### config.mk
export PLATFORM = sky130hd
export DESIGN_NAME = dm_arbiter_flat
export DESIGN_NICKNAME = d
export VERILOG_FILES = /design/src/rtl/dm_pkg.sv /design/src/rtl/dm_arbiter_if.sv /design/src/rtl/dm_access_check.sv /design/src/rtl/dm_arbiter.sv /design/src/flat_wrapper.sv
export SDC_FILE = /design/constraint.sdc
export NUM_CORES = 1
export LEC_CHECK = 0
export CAP_MARGIN = 25
export CORE_AREA = 3 3 121 123
export CTS_CLUSTER_DIAMETER = 120
export DETAILED_ROUTE_END_ITERATION = 7
export DIE_AREA = 0 0 124 126
export PLACE_DENSITY = 0.73
export SLEW_MARGIN = 20
export SYNTH_ARGS = -nofsm -noshare
export SYNTH_HDL_FRONTEND = slang
export SYNTH_SLANG_ARGS = --single-unit
### constraint.sdc
create_clock -name clk -period 1.86 [get_ports clk]
set_input_delay 0.372 -clock clk [delete_from_list [all_inputs] [get_ports clk]]
set_output_delay 0.372 -clock clk [all_outputs]
set_load 0.01 [all_outputs]
### src/rtl/dm_pkg.sv
// Shared definitions for the data-memory arbiter: store-type codes,
// owner state encoding and the default legal address limit.
package dm_pkg;

  localparam logic [2:0] ST_WORD = 3'd0;
  localparam logic [2:0] ST_HALF = 3'd1;
  localparam logic [2:0] ST_BYTE = 3'd2;

  // First illegal byte address: 2048 words of data memory.
  localparam logic [31:0] ADDR_LIMIT_DEFAULT = 32'h0000_2000;

  // Winner of the previous cycle.
  typedef enum logic [1:0] {
    IDLE = 2'd0,
    CPU  = 2'd1,
    DMA  = 2'd2
  } owner_e;

endpackage

### src/rtl/dm_arbiter_if.sv
// Bundle of the CPU, DMA and data-memory signals around the arbiter.
// slave: the arbiter itself; master: requesters plus the memory.
interface dm_arbiter_if;
  import dm_pkg::*;

  logic        cpu_req;
  logic        cpu_we;
  logic [2:0]  cpu_type;
  logic [31:0] cpu_addr;
  logic [31:0] cpu_wdata;
  logic [31:0] cpu_rdata;
  logic        cpu_stall;

  logic        dma_req;
  logic        dma_we;
  logic [2:0]  dma_type;
  logic [31:0] dma_addr;
  logic [31:0] dma_wdata;
  logic        dma_gnt;
  logic [31:0] dma_rdata;
  logic        dma_rvalid;

  logic        err;
  owner_e      owner;

  logic        MemWrite;
  logic [2:0]  StoreType;
  logic [31:0] Addr;
  logic [31:0] DataW;
  logic [31:0] DataR;

  modport slave (
    input  cpu_req, cpu_we, cpu_type, cpu_addr, cpu_wdata,
    input  dma_req, dma_we, dma_type, dma_addr, dma_wdata,
    input  DataR,
    output cpu_rdata, cpu_stall, dma_gnt, dma_rdata, dma_rvalid,
    output err, owner, MemWrite, StoreType, Addr, DataW
  );

  modport master (
    output cpu_req, cpu_we, cpu_type, cpu_addr, cpu_wdata,
    output dma_req, dma_we, dma_type, dma_addr, dma_wdata,
    output DataR,
    input  cpu_rdata, cpu_stall, dma_gnt, dma_rdata, dma_rvalid,
    input  err, owner, MemWrite, StoreType, Addr, DataW
  );

endinterface

### src/rtl/dm_access_check.sv
// Combinational legality check for one requester: address below the
// limit, a known store type, and natural alignment for that type.
module dm_access_check
  import dm_pkg::*;
#(
  parameter logic [31:0] ADDR_LIMIT = ADDR_LIMIT_DEFAULT
) (
  input  logic [31:0] addr,
  input  logic [2:0]  stype,
  output logic        legal
);

  logic aligned;

  // Alignment requirement depends on access size; unknown types never pass.
  always_comb begin
    // NOTE: every combinational output gets a default first so no path infers a latch.
    aligned = 1'b0;
    case (stype)
      ST_WORD: aligned = (addr[1:0] == 2'b00);
      ST_HALF: aligned = ~addr[0];
      ST_BYTE: aligned = 1'b1;
      default: aligned = 1'b0;
    endcase
  end

  assign legal = (addr < ADDR_LIMIT) && aligned;

endmodule

### src/rtl/dm_arbiter.sv
// Single-cycle arbiter sharing the data memory port between the CPU MEM
// stage and a DMA/debug requester. CPU has priority; when the macro
// DM_ARB_FAIR_EN is defined a starvation counter forces a DMA grant after
// STARVE_MAX contended cycles won back-to-back by the CPU.
module dm_arbiter
  import dm_pkg::*;
#(
  parameter int unsigned STARVE_MAX = 4,
  parameter logic [31:0] ADDR_LIMIT = ADDR_LIMIT_DEFAULT
) (
  input  logic         clk,
  input  logic         reset,
  dm_arbiter_if.slave  bus
);

  if (STARVE_MAX < 1 || STARVE_MAX > 15) begin : g_starve_range
    $error("dm_arbiter: STARVE_MAX must be within 1..15");
  end

  owner_e      owner_q, owner_d;
  logic        cpu_legal, dma_legal;
  logic        cpu_gnt, dma_gnt;
  logic        force_dma;
  logic        err_q, rvalid_q;
  logic [31:0] rdata_q;

  dm_access_check #(.ADDR_LIMIT(ADDR_LIMIT)) u_cpu_check (
    .addr  (bus.cpu_addr),
    .stype (bus.cpu_type),
    .legal (cpu_legal)
  );

  dm_access_check #(.ADDR_LIMIT(ADDR_LIMIT)) u_dma_check (
    .addr  (bus.dma_addr),
    .stype (bus.dma_type),
    .legal (dma_legal)
  );

`ifdef DM_ARB_FAIR_EN
  logic [3:0] starve_cnt;

  assign force_dma = bus.cpu_req & bus.dma_req & (starve_cnt == 4'(STARVE_MAX));

  // Count contended cycles the CPU wins; clear once DMA is let in or stops asking.
  always_ff @(posedge clk or negedge reset) begin
    if (!reset) begin
      starve_cnt <= 4'd0;
    end else if (!bus.dma_req || force_dma) begin
      starve_cnt <= 4'd0;
    end else if (bus.cpu_req) begin
      starve_cnt <= starve_cnt + 4'd1;
    end
  end
`else
  assign force_dma = 1'b0;
`endif

  // Grant decision and next owner; the CPU wins unless DMA is being forced.
  always_comb begin
    cpu_gnt = 1'b0;
    dma_gnt = 1'b0;
    owner_d = IDLE;
    if (bus.cpu_req && !force_dma) begin
      cpu_gnt = 1'b1;
      owner_d = CPU;
    end else if (bus.dma_req) begin
      dma_gnt = 1'b1;
      owner_d = DMA;
    end
  end

  // Memory-side mux: everything from the winner, all zero when idle.
  always_comb begin
    bus.MemWrite  = 1'b0;
    bus.StoreType = 3'd0;
    bus.Addr      = 32'd0;
    bus.DataW     = 32'd0;
    if (cpu_gnt) begin
      bus.MemWrite  = bus.cpu_we & cpu_legal;
      bus.StoreType = bus.cpu_type;
      bus.Addr      = bus.cpu_addr;
      bus.DataW     = bus.cpu_wdata;
    end else if (dma_gnt) begin
      bus.MemWrite  = bus.dma_we & dma_legal;
      bus.StoreType = bus.dma_type;
      bus.Addr      = bus.dma_addr;
      bus.DataW     = bus.dma_wdata;
    end
  end

  // Owner register plus the one-cycle err / DMA read-return pipeline.
  always_ff @(posedge clk or negedge reset) begin
    if (!reset) begin
      // NOTE: rdata_q is a plain data register, so it resets with the rest; no RAM here.
      owner_q  <= IDLE;
      err_q    <= 1'b0;
      rvalid_q <= 1'b0;
      rdata_q  <= 32'd0;
    end else begin
      // NOTE: non-blocking so every register samples pre-edge values.
      owner_q  <= owner_d;
      err_q    <= (cpu_gnt & ~cpu_legal) | (dma_gnt & ~dma_legal);
      rvalid_q <= dma_gnt & ~bus.dma_we;
      if (dma_gnt && !bus.dma_we) begin
        rdata_q <= dma_legal ? bus.DataR : 32'd0;
      end
    end
  end

  assign bus.cpu_rdata  = cpu_gnt ? bus.DataR : 32'd0;
  assign bus.cpu_stall  = bus.cpu_req & ~cpu_gnt;
  assign bus.dma_gnt    = dma_gnt;
  assign bus.dma_rdata  = rdata_q;
  assign bus.dma_rvalid = rvalid_q;
  assign bus.err        = err_q;
  assign bus.owner      = owner_q;

endmodule

### src/flat_wrapper.sv
// flat-port wrapper written by rule: the top's interface ports become plain ports
module dm_arbiter_flat import dm_pkg::*;
#(
  parameter int unsigned STARVE_MAX = 4,
  parameter logic [31:0] ADDR_LIMIT = ADDR_LIMIT_DEFAULT
)
  (clk, reset, bus_cpu_req, bus_cpu_we, bus_cpu_type, bus_cpu_addr, bus_cpu_wdata, bus_dma_req, bus_dma_we, bus_dma_type, bus_dma_addr, bus_dma_wdata, bus_DataR, bus_cpu_rdata, bus_cpu_stall, bus_dma_gnt, bus_dma_rdata, bus_dma_rvalid, bus_err, bus_owner, bus_MemWrite, bus_StoreType, bus_Addr, bus_DataW);
  dm_arbiter_if bus_i ();
  input  logic clk;
  input  logic reset;
  input wire logic [$bits(bus_i.cpu_req)-1:0] bus_cpu_req;
  input wire logic [$bits(bus_i.cpu_we)-1:0] bus_cpu_we;
  input wire logic [$bits(bus_i.cpu_type)-1:0] bus_cpu_type;
  input wire logic [$bits(bus_i.cpu_addr)-1:0] bus_cpu_addr;
  input wire logic [$bits(bus_i.cpu_wdata)-1:0] bus_cpu_wdata;
  input wire logic [$bits(bus_i.dma_req)-1:0] bus_dma_req;
  input wire logic [$bits(bus_i.dma_we)-1:0] bus_dma_we;
  input wire logic [$bits(bus_i.dma_type)-1:0] bus_dma_type;
  input wire logic [$bits(bus_i.dma_addr)-1:0] bus_dma_addr;
  input wire logic [$bits(bus_i.dma_wdata)-1:0] bus_dma_wdata;
  input wire logic [$bits(bus_i.DataR)-1:0] bus_DataR;
  output wire logic [$bits(bus_i.cpu_rdata)-1:0] bus_cpu_rdata;
  output wire logic [$bits(bus_i.cpu_stall)-1:0] bus_cpu_stall;
  output wire logic [$bits(bus_i.dma_gnt)-1:0] bus_dma_gnt;
  output wire logic [$bits(bus_i.dma_rdata)-1:0] bus_dma_rdata;
  output wire logic [$bits(bus_i.dma_rvalid)-1:0] bus_dma_rvalid;
  output wire logic [$bits(bus_i.err)-1:0] bus_err;
  output wire logic [$bits(bus_i.owner)-1:0] bus_owner;
  output wire logic [$bits(bus_i.MemWrite)-1:0] bus_MemWrite;
  output wire logic [$bits(bus_i.StoreType)-1:0] bus_StoreType;
  output wire logic [$bits(bus_i.Addr)-1:0] bus_Addr;
  output wire logic [$bits(bus_i.DataW)-1:0] bus_DataW;
  assign bus_i.cpu_req = bus_cpu_req;
  assign bus_i.cpu_we = bus_cpu_we;
  assign bus_i.cpu_type = bus_cpu_type;
  assign bus_i.cpu_addr = bus_cpu_addr;
  assign bus_i.cpu_wdata = bus_cpu_wdata;
  assign bus_i.dma_req = bus_dma_req;
  assign bus_i.dma_we = bus_dma_we;
  assign bus_i.dma_type = bus_dma_type;
  assign bus_i.dma_addr = bus_dma_addr;
  assign bus_i.dma_wdata = bus_dma_wdata;
  assign bus_i.DataR = bus_DataR;
  assign bus_cpu_rdata = bus_i.cpu_rdata;
  assign bus_cpu_stall = bus_i.cpu_stall;
  assign bus_dma_gnt = bus_i.dma_gnt;
  assign bus_dma_rdata = bus_i.dma_rdata;
  assign bus_dma_rvalid = bus_i.dma_rvalid;
  assign bus_err = bus_i.err;
  assign bus_owner = bus_i.owner;
  assign bus_MemWrite = bus_i.MemWrite;
  assign bus_StoreType = bus_i.StoreType;
  assign bus_Addr = bus_i.Addr;
  assign bus_DataW = bus_i.DataW;
  dm_arbiter #(.STARVE_MAX(STARVE_MAX), .ADDR_LIMIT(ADDR_LIMIT)) u_core (.clk(clk), .reset(reset), .bus(bus_i));
endmodule
==> results of run 1 <==
==> worst max-delay path, stage by stage <==
cell and delay [ns]:
dlygate4sd2_1 0.25, nor4_2 0.28, and4_1 0.28, o2111ai_4 0.14, a2bb2o_4 0.25, buf_6 0.10
==> sequential cells by signal, indices dropped and copies added (netlist names) <==
name / cells
u_core.bus.dma_rdata: 32
u_core.bus.owner: 2
u_core.bus.dma_rvalid: 1
u_core.bus.err: 1
==> metrics by stage <==
| stage | hold slack [ns] | area (µm²) | cells | setup WS (ns) | utilization, % |
|---|---|---|---|---|---|
| 3_5_place_dp | 0.464 | 6130 | 824 | -1.11 | 44.5 |
| 6_report | 0.188 | 6320 | 846 | -0.180 | 45.9 |
| 3_3_place_gp | 0.463 | 6130 | 824 | -1.12 | 44.5 |
| 5_1_grt | 0.241 | 6320 | 846 | -0.233 | 45.9 |
| 4_1_cts | 0.215 | 6320 | 844 | -0.195 | 45.9 |
| 2_1_floorplan | 0.0764 | 2660 | 332 | 0.0913 | - |
==> final cells by class <==
class / count / area, µm²
inverters: 4 / 15.0
fillers: 1389 / 7450
diodes: 1 / 2.50
flip-flops and latches: 36 / 901
repair buffers: 357 / 3370
multi-input cells: 260 / 1670
clock buffers: 5 / 125
well taps: 180 / 225
clock inverters: 3 / 18.8
==> worst min path at each step <==
stage,start,to,slack (ns),cells past startpoint
6_report,reset,u_core.bus.dma_rdata[22]$_DFFE_PN0P_,0.19,1
5_1_grt,reset,u_core.bus.dma_rdata[13]$_DFFE_PN0P_,0.24,1
4_1_cts,reset,u_core.bus.dma_rdata[7]$_DFFE_PN0P_,0.22,1
3_5_place_dp,u_core.bus.dma_rdata[16]$_DFFE_PN0P_,u_core.bus.dma_rdata[16]$_DFFE_PN0P_,0.46,2
3_3_place_gp,u_core.bus.dma_rdata[24]$_DFFE_PN0P_,u_core.bus.dma_rdata[24]$_DFFE_PN0P_,0.46,2
2_1_floorplan,reset,u_core.bus.dma_rdata[0]$_DFFE_PN0P_,0.08,0
==> metal layers <==
metal / vias up / routed length (µm) / track usage (%)
met5: - / 18 / 0
met4: 2 / 357 / 4.70
met3: 25 / 1610 / 6.29
met2: 201 / 7980 / 33.3
met1: 1789 / 5780 / 21.3
li1: 1830 / - / -
==> what timing repair did <==
action | in CTS | in global routing
setup buffers | 8 | 0
endpoints found under the setup margin | 111 | 17
gates cloned | 5 | 2
gates resized for setup | 262 | 40
pin swaps | 15 | 11
==> report_power, final <==
group          switching (mW)  internal (mW)
clock network           0.311          0.493
registers             0.00106          0.788
logic                   0.446          0.634
total                   0.758           1.91
==> Yosys cell counts <==
library cell	count
nand2_1	106
a22o_1	47
dfrtp_1	36
and2_1	32
o21ai_2	29
clkbuf_1	20
o21ai_0	20
nor4_1	8
buf_2	6
buf_6	4
inv_1	3
o21ai_1	3
nand2b_1	2
a2111oi_4	1
a21oi_1	1
a21oi_2	1
a2bb2o_1	1
and2_2	1
and4_1	1
buf_1	1
buf_4	1
conb_1	1
inv_2	1
nand4_1	1
nor2b_1	1
nor4_2	1
o2111ai_4	1
o2bb2ai_1	1
or4_4	1
==> kinds of logic (layout without fill, tap and decap cells) <==
kind of cell           Yosys count  count (layout)  share of synthesized area, %
AO/OA/AOI/OAI                  105             105                          32.6
buffers and inverters           36             369                          6.63
flip-flops                      36              36                          33.9
other                            1               2                         0.141
AND/OR/NAND/NOR                154             154                          26.8
==> impl_results.md, run 1 <==
- Grt total ovfl: 0
- CP Launch Type: input pin
- TritonCTS clock tree: yes
- CTS H-tree lvls: 2
- DP Wirelength: 12200 µm
- Cell Rows: 43
- Seq cells post-synth: 36
- Layout net count: 836
- Unique masters post-synth: 29
- Commonest non-fill, non-tap cell in the layout: clkdlybuf4s50_1
- Seq/Total Area, Yosys: 33.9%
- RSZ-0062 raised after global routing: true
- Fmax: 490 MHz
- IO Count: 310
- Final Wtd Congestion: 0.835
- R2r startpoint: u_core.bus.dma_rdata[17]$_DFFE_PN0P_
- Clock Tree Root: clkbuf_16
- Antenna viol nets, final: 0
- Routed length per placed instance: 18.6 µm
- Initial Utilization: 19.3%
- Vias/cell: 4.55
- Critical Path End: bus_MemWrite
- Most frequent cells in the layout: clkdlybuf4s50_1, nand2_1, dlygate4sd2_1
- Area Growth Syn to Fin: 138%
- Rel. slew slack: 46.3%
- Pwr/cell area: 423 nW/µm²
- DRC violations left: 0
- Synth area leaders: dfrtp_1, a22o_1, nand2_1
- DR vias: 3847
- Top-area cell type share of the netlist area: 33.9%
- WS Path Type: input pin to primary output
- R2R setup slack: 1.22 ns
- First-pass GRT wire length: 22500 µm
- Worst-Margin Slew: 0.805 ns
- Leak: 2.89 nW
- Initial antenna violation count: 2
- Yosys warns: 0
- Largest net degree at the start of global routing: 42
- Die H: 126 µm
- Final Hold Viols: 0
- Clk_lat worst skew: 0.27 ns
- Mapped Avg Cell Area: 8.02 µm²
- Total of max-cap violations: 0
- WL final: 15700 µm
- Fin crit share: 110%
- Endpoint of the most critical register-to-register path: u_core.bus.dma_rdata[17]$_DFFE_PN0P_
- Max-slew violation count: 0
- Worst setup startpoint: bus_dma_addr[31]
- Global Route Usage Sum: 18.7%
- Failing checks: negative setup slack
- I/O Buffers: 308
- Clock tree buffer depth: 2
- # hold bufs at CTS: 0
- Fin crit period: 2.04 ns
- Share of cells above drive strength 1: 22.3%
- Setup violators final: 1
- Die ar.: 15600 µm²
- Register clock-pin slew on the reported worst setup and hold paths: 0.06 ns
- Post-Synthesis Cells: 332
- Crit path capture type: primary output
- Vias in the first global route: 4005
- Final worst slack: -0.180 ns
- First-pass DRT Iterations: 4
- Num CTS Buffers: 5
- Initial DRC Count: 137
- Crit path max fanout: 2
- Mapped Nets: 504
- Worst EP arrival: 1.67 ns
- Overall Power: 2.67 mW
- Die W: 124 µm
- Core ar.: 13800 µm²
- Final TNS setup: -0.180 ns
- Area leader, netlist: dfrtp_1
- Status: finished, violations left
- Worst min path class: input pin to asynchronous set/reset pin
- Clock skew: 0 ns
- Peak VDD IR: 0.277 mV
- Worst Reg-to-Reg Cells: 2
- Area of the mapped netlist: 2660 µm²
- CTS Sinks: 36
- Required @ worst endpoint: 1.49 ns
No activity file was read; power rests on OpenSTA's default activity.
==> run 2: changes to the inputs <==
--- a/config.mk
+++ b/config.mk
@@ -11,6 +11,7 @@
 export DETAILED_ROUTE_END_ITERATION = 7
 export DIE_AREA = 0 0 124 126
 export PLACE_DENSITY = 0.73
+export SETUP_SLACK_MARGIN = 0.2
 export SLEW_MARGIN = 20
 export SYNTH_ARGS = -nofsm -noshare
 export SYNTH_HDL_FRONTEND = slang
==> impl_results.md, run 2 (synthesis results as in run 1) <==
- Final Hold Viols: 0 (unchanged)
- CTS H-tree lvls: 2 (unchanged)
- First-pass GRT wire length: 23200 µm (was 22500 µm)
- Worst EP arrival: 1.65 ns (was 1.67 ns)
- Die H: 126 µm (unchanged)
- Initial Utilization: 19.3% (unchanged)
- Worst-Margin Slew: 0.802 ns (was 0.805 ns)
- Net Sw Frac: 27.7% (was 28.4%)
- Switch Pwr: 777 µW (was 758 µW)
- Most frequent cells in the layout: clkdlybuf4s50_1, nand2_1, dlygate4sd2_1 (unchanged)
- Place WS: -0.962 ns (was -1.11 ns)
- Total of max-cap violations: 0 (unchanged)
- Final Wtd Congestion: 0.908 (was 0.835)
- Internal: 2.02 mW (was 1.91 mW)
- Clock power frac: 29.8% (was 30.1%)
- Status: finished, violations left (unchanged)
- CTS Sinks: 36 (unchanged)
- Number of non-filler instances in the completed layout: 880 (was 846)
- Crit path buf inv count: 2 (unchanged)
- Most common cell on crit path: buf_6
- Crit path capture type: primary output (unchanged)
- Rel. slew slack: 46.5% (was 46.3%)
- Routed length per placed instance: 18.8 µm (was 18.6 µm)
- Post-route core utilization: 49.6% (was 45.9%)
- IO Count: 310 (unchanged)
- Reg area: 901 µm² (unchanged)
- Max reg flops: 32 (unchanged)
- DR vias: 3926 (was 3847)
- Filler cell count: 1334 (was 1389)
- Initial antenna violation count: 3 (was 2)
- Fin crit share: 109% (was 110%)
- Sequential power share: 28.2% (was 29.5%)
- Die ar.: 15600 µm² (unchanged)
- TritonCTS clock tree: yes (unchanged)
- Max layer used: met5 (unchanged)
- # hold bufs at CTS: 0 (unchanged)
- R2r startpoint: u_core.bus.dma_rdata[8]$_DFFE_PN0P_ (was u_core.bus.dma_rdata[17]$_DFFE_PN0P_)
- Register clock-pin slew on the reported worst setup and hold paths: 0.06 ns (about the same)
- Required @ worst endpoint: 1.49 ns (about the same)
- Worst Reg-to-Reg Cells: 2 (unchanged)
- Num CTS Buffers: 5 (unchanged)
- Critical path's top delay family: simple AND/OR/NAND/NOR gates (unchanged)
- Setup violators final: 6 (was 1)
- WL met1: 6220 µm (was 5780 µm)
- Largest net degree at the start of global routing: 42 (unchanged)
- Slowest CP cell: or4_4 (was nor4_2)
- Footprint of the multi-input gates: 1720 µm² (was 1670 µm²)
- First-pass DRT Iterations: 4 (unchanged)
- # placed instances: 835 (was 824)
- Cell Rows: 43 (unchanged)
- CP max stage delay: 0.56 ns (was 0.28 ns)
- WS Path Type: input pin to primary output (unchanged)
- Max-slew violation count: 0 (unchanged)
- WL final: 16600 µm (was 15700 µm)
- CP Launch Type: input pin (unchanged)
- Pwr/cell area: 410 nW/µm² (was 423 nW/µm²)
- Fin crit period: 2.02 ns (was 2.04 ns)
- Vias/cell: 4.46 (was 4.55)
- Vias in the first global route: 4047 (was 4005)
- WL met2: 8720 µm (was 7980 µm)
- I/O Buffers: 308 (unchanged)
- Comb power frac: 42.0% (was 40.4%)
- Peak VDD IR: 0.309 mV (was 0.277 mV)
- Die W: 124 µm (unchanged)
- Clk_lat worst skew: 0.27 ns (about the same)
- Leak: 3.16 nW (was 2.89 nW)
- Endpoint of the most critical register-to-register path: u_core.bus.dma_rdata[8]$_DFFE_PN0P_ (was u_core.bus.dma_rdata[17]$_DFFE_PN0P_)
- Failing checks: negative setup slack (unchanged)
- DRC violations left: 0 (unchanged)
- CP Cell Sequence: buf_6 > or4_4 > a2111oi_4 > a2bb2o_4 > buf_6 (was dlygate4sd2_1 > nor4_2 > and4_1 > o2111ai_4 > a2bb2o_4 > buf_6)
- Fmax: 494 MHz (was 490 MHz)
- Commonest non-fill, non-tap cell in the layout: clkdlybuf4s50_1 (unchanged)
- Clock skew: 0 ns (unchanged)
- Clock Tree Root: clkbuf_16 (unchanged)
- R2R setup slack: 1.24 ns (was 1.22 ns)
- Worst min path class: input pin to asynchronous set/reset pin (unchanged)
- Crit path max fanout: 2 (unchanged)
- Antenna viol nets, final: 0 (unchanged)
- Final worst slack: -0.164 ns (was -0.180 ns)
- DP Wirelength: 12600 µm (was 12200 µm)
- Area Growth Syn to Fin: 157% (was 138%)
- Global Route Usage Sum: 19.5% (was 18.7%)
- Grt total ovfl: 0 (unchanged)
- Clock tree buffer depth: 2 (unchanged)
- Share of cells above drive strength 1: 32.1% (was 22.3%)
- RSZ-0062 raised after global routing: true (unchanged)
- Core ar.: 13800 µm² (unchanged)
- Initial DRC Count: 175 (was 137)
- Met3 wire len: 1280 µm (was 1610 µm)
- Layout net count: 869 (was 836)
run 2: changes by cell type in the layout (fill, tap and decap cells not counted), sizes merged:
| cell | change |
|---|---|
| clkbuf | +11 |
| buf | +62 |
| clkdlybuf4s50 | -9 |
| dlymetal6s2s | +4 |
| bufbuf | -2 |
| clkinvlp | +1 |
| clkdlybuf4s15 | -3 |
| dlygate4sd2 | -28 |
| clkinv | -3 |
| diode | +1 |
run 2: per-layer routing:
metal | vias up | track usage (%)
li1 | 1894 | -
met1 | 1832 | 22.4
met2 | 178 | 35.6
met3 | 20 | 4.67
met4 | 2 | 5.48
met5 | - | 0
run 2: stage by stage:
stage                     area [µm²]  TNS [ns]  hold WS (ns)  power [mW]
after floorplan                 2720         0        0.0764        1.11
after global placement          6280    -45.80         0.463        1.96
after detailed placement        6280    -47.47         0.465        1.96
after CTS                       6590    -0.356         0.208        2.79
after global routing            6830    -0.421         0.267        2.95
final                           6830    -0.250         0.188        2.80
run 2: worst max-delay path by stage:
stage	from	end	slack, ns	cells after the start
3_3_place_gp	bus_cpu_addr[25]	bus_MemWrite	-0.97	6
2_1_floorplan	bus_cpu_addr[29]	bus_MemWrite	0.17	4
6_report	bus_cpu_addr[28]	bus_MemWrite	-0.16	5
5_1_grt	bus_cpu_addr[28]	bus_MemWrite	-0.19	5
3_5_place_dp	bus_cpu_addr[25]	bus_MemWrite	-0.96	6
4_1_cts	bus_cpu_addr[19]	bus_MemWrite	-0.18	5
run 2: power by group through the flow:
stage | clock (mW) | combinational (mW) | sequential [mW]
6_report | 0.835 | 1.18 | 0.789
5_1_grt | 0.904 | 1.26 | 0.789
4_1_cts | 0.867 | 1.14 | 0.789
3_5_place_dp | 0 | 1.16 | 0.803
3_3_place_gp | 0 | 1.16 | 0.803
2_1_floorplan | 0 | 0.309 | 0.806
run 2: layout make-up:
class                   instances  share of cell area, %
repair buffers                390                   55.9
multi-input cells             260                   25.1
flip-flops and latches         36                   13.2
well taps                     180                   3.30
clock buffers                   7                   2.09
inverters                       4                  0.257
clock inverters                 1                  0.110
diodes                          2                 0.0733
run 2: timing repair:
item,CTS,global route
pin swaps,25,44
gates resized for setup,362,106
endpoints found under the setup margin,134,99
gates cloned,8,4
setup buffers,14,9
endpoints found under the hold margin,0,0
==> RTL edit (settings of run 1) <==
Add a define of `DM_ARB_FAIR_EN`.
--- a/src/rtl/dm_arbiter.sv
+++ b/src/rtl/dm_arbiter.sv
@@ -4,2 +4,4 @@
 // STARVE_MAX contended cycles won back-to-back by the CPU.
+`define DM_ARB_FAIR_EN
+
 module dm_arbiter
Check against the original RTL: not equivalent (Yosys sat finds a counterexample within 10 cycles, from zero or initial values and one cycle with reset low).
==> RTL edit against run 1 <==
  * Largest cell class unchanged
  * Wire length increased by 4.4%
  * Design area increased by 13%
  * Setup slack got worse by 0.25 ns
  * Power increased by 11%
  * Utilization increased by 5.8 points
  * Critical path depth increased by 5
  * Critical endpoint is now bus_Addr[13]
  * Highest routed layer unchanged
  * Synthesized area increased by 16%
  * Sequential cell count increased by 4
  * The flow still finishes with violations (negative setup slack)
==> RTL edit: results (changes against run 1) <==
Synthesized Nets=631 (+25%); DP Cell Count=975 (+18%); Port Buf Inserts=309 (+0.32%); synth cell count leaders=nand2_1 (200), nand3_1 (44), dfrtp_1 (40), and3_1 (33), o21ai_2 (29); RePlAce Congestion=0.842 (+0.78%); gr usage total=0.192 (+0.00498); Crit Path Max Fanout=9 (+7); Synth Register Bits=40 (+11%); largest net degree at the start of global routing=41 (-2.4%); Reg power frac=0.298 (+0.003); M1 GR Usage=0.225 (+0.0113); leakage power=3.46 nW (+20%); worst r2r path cells=11 (+9); DP Wirelength=12.2 mm (-0.33%); layout cells sized above 1=0.362 (+0.139); status=finished with violations; final setup violation count=102 (+101); post-synth cell types=34 (+17%); Final nets=997 (+19%); Sw Pwr=0.863 mW (+14%); Crit path arrival time=1.92 ns (+0.25 ns); sequential share of the synthesized area=0.325 (-0.0134); met3 usage=0.0525 (-0.0103); pre-CTS setup slack=-1.19 ns (-0.0862 ns); Setup TNS=-28.40 ns (-28.22 ns); Post CTS Setup Buffer Count=16 (+8); vias per inst=4.51 (-0.74%); final worst setup slack=-0.428 ns (-0.248 ns); failing checks=negative setup slack
-- RTL edit: changes by cell type after synthesis, sizes merged, moves of 6 or more --
cell,delta
nand3,+44
and3,+33
a22o,-47
o21ai,+6
nand2,+94
and2,-32
-- RTL edit: layout make-up --
class,instances,area (um^2)
Inverter,6,30.0
Fill cell,1340,6650
Tap cell,180,225
Multi-Input combinational cell,373,2140
Clock buffer,7,143
Antenna cell,1,2.50
Clock inverter,1,7.51
Sequential cell,40,1000
Timing Repair Buffer,397,3570
-- RTL edit: path summary, 6_finish.rpt --
check	slack [ns]	to	startpoint
setup / recovery	-0.43	bus_Addr[13]	u_core.starve_cnt[0]
hold / removal	0.06	u_core.bus.dma_rdata[25]	reset
setup reg to reg	0.10	u_core.bus.dma_rdata[11]	u_core.starve_cnt[0]
hold reg to reg	0.47	u_core.bus.dma_rdata[5]	u_core.bus.dma_rdata[5]
max in group asynchronous	1.60	u_core.starve_cnt[1]	reset
min in group clk	0.47	u_core.bus.dma_rdata[5]	u_core.bus.dma_rdata[5]
-- RTL edit: worst max-delay path, stage by stage, from the launching register on --
cell and delay (ns):
dfrtp_1 0.37, inv_1 0.06, ha_2 0.18, nand4b_1 0.13, buf_6 0.17, nand2_8 0.09, inv_8 0.05, buf_6 0.13
clkbuf_16 0.16, nand2_1 0.10, o21ai_2 0.05, buf_2 0.13
-- RTL edit: logic make-up after synthesis --
family / share of synthesized area
compound gates: 0.145
xor+xnor: 0.00853
fa+ha+maj: 0.00813
buf+inv: 0.0646
flops: 0.325
mux: 0.00325
simple gates: 0.446
-- RTL edit: routing by layer --
| metal | part of all wire | up-vias |
|---|---|---|
| li1 | - | 2271 |
| met1 | 0.39 | 2055 |
| met2 | 0.50 | 188 |
| met3 | 0.088 | 20 |
| met4 | 0.019 | 2 |
| met5 | 0.00079 | - |
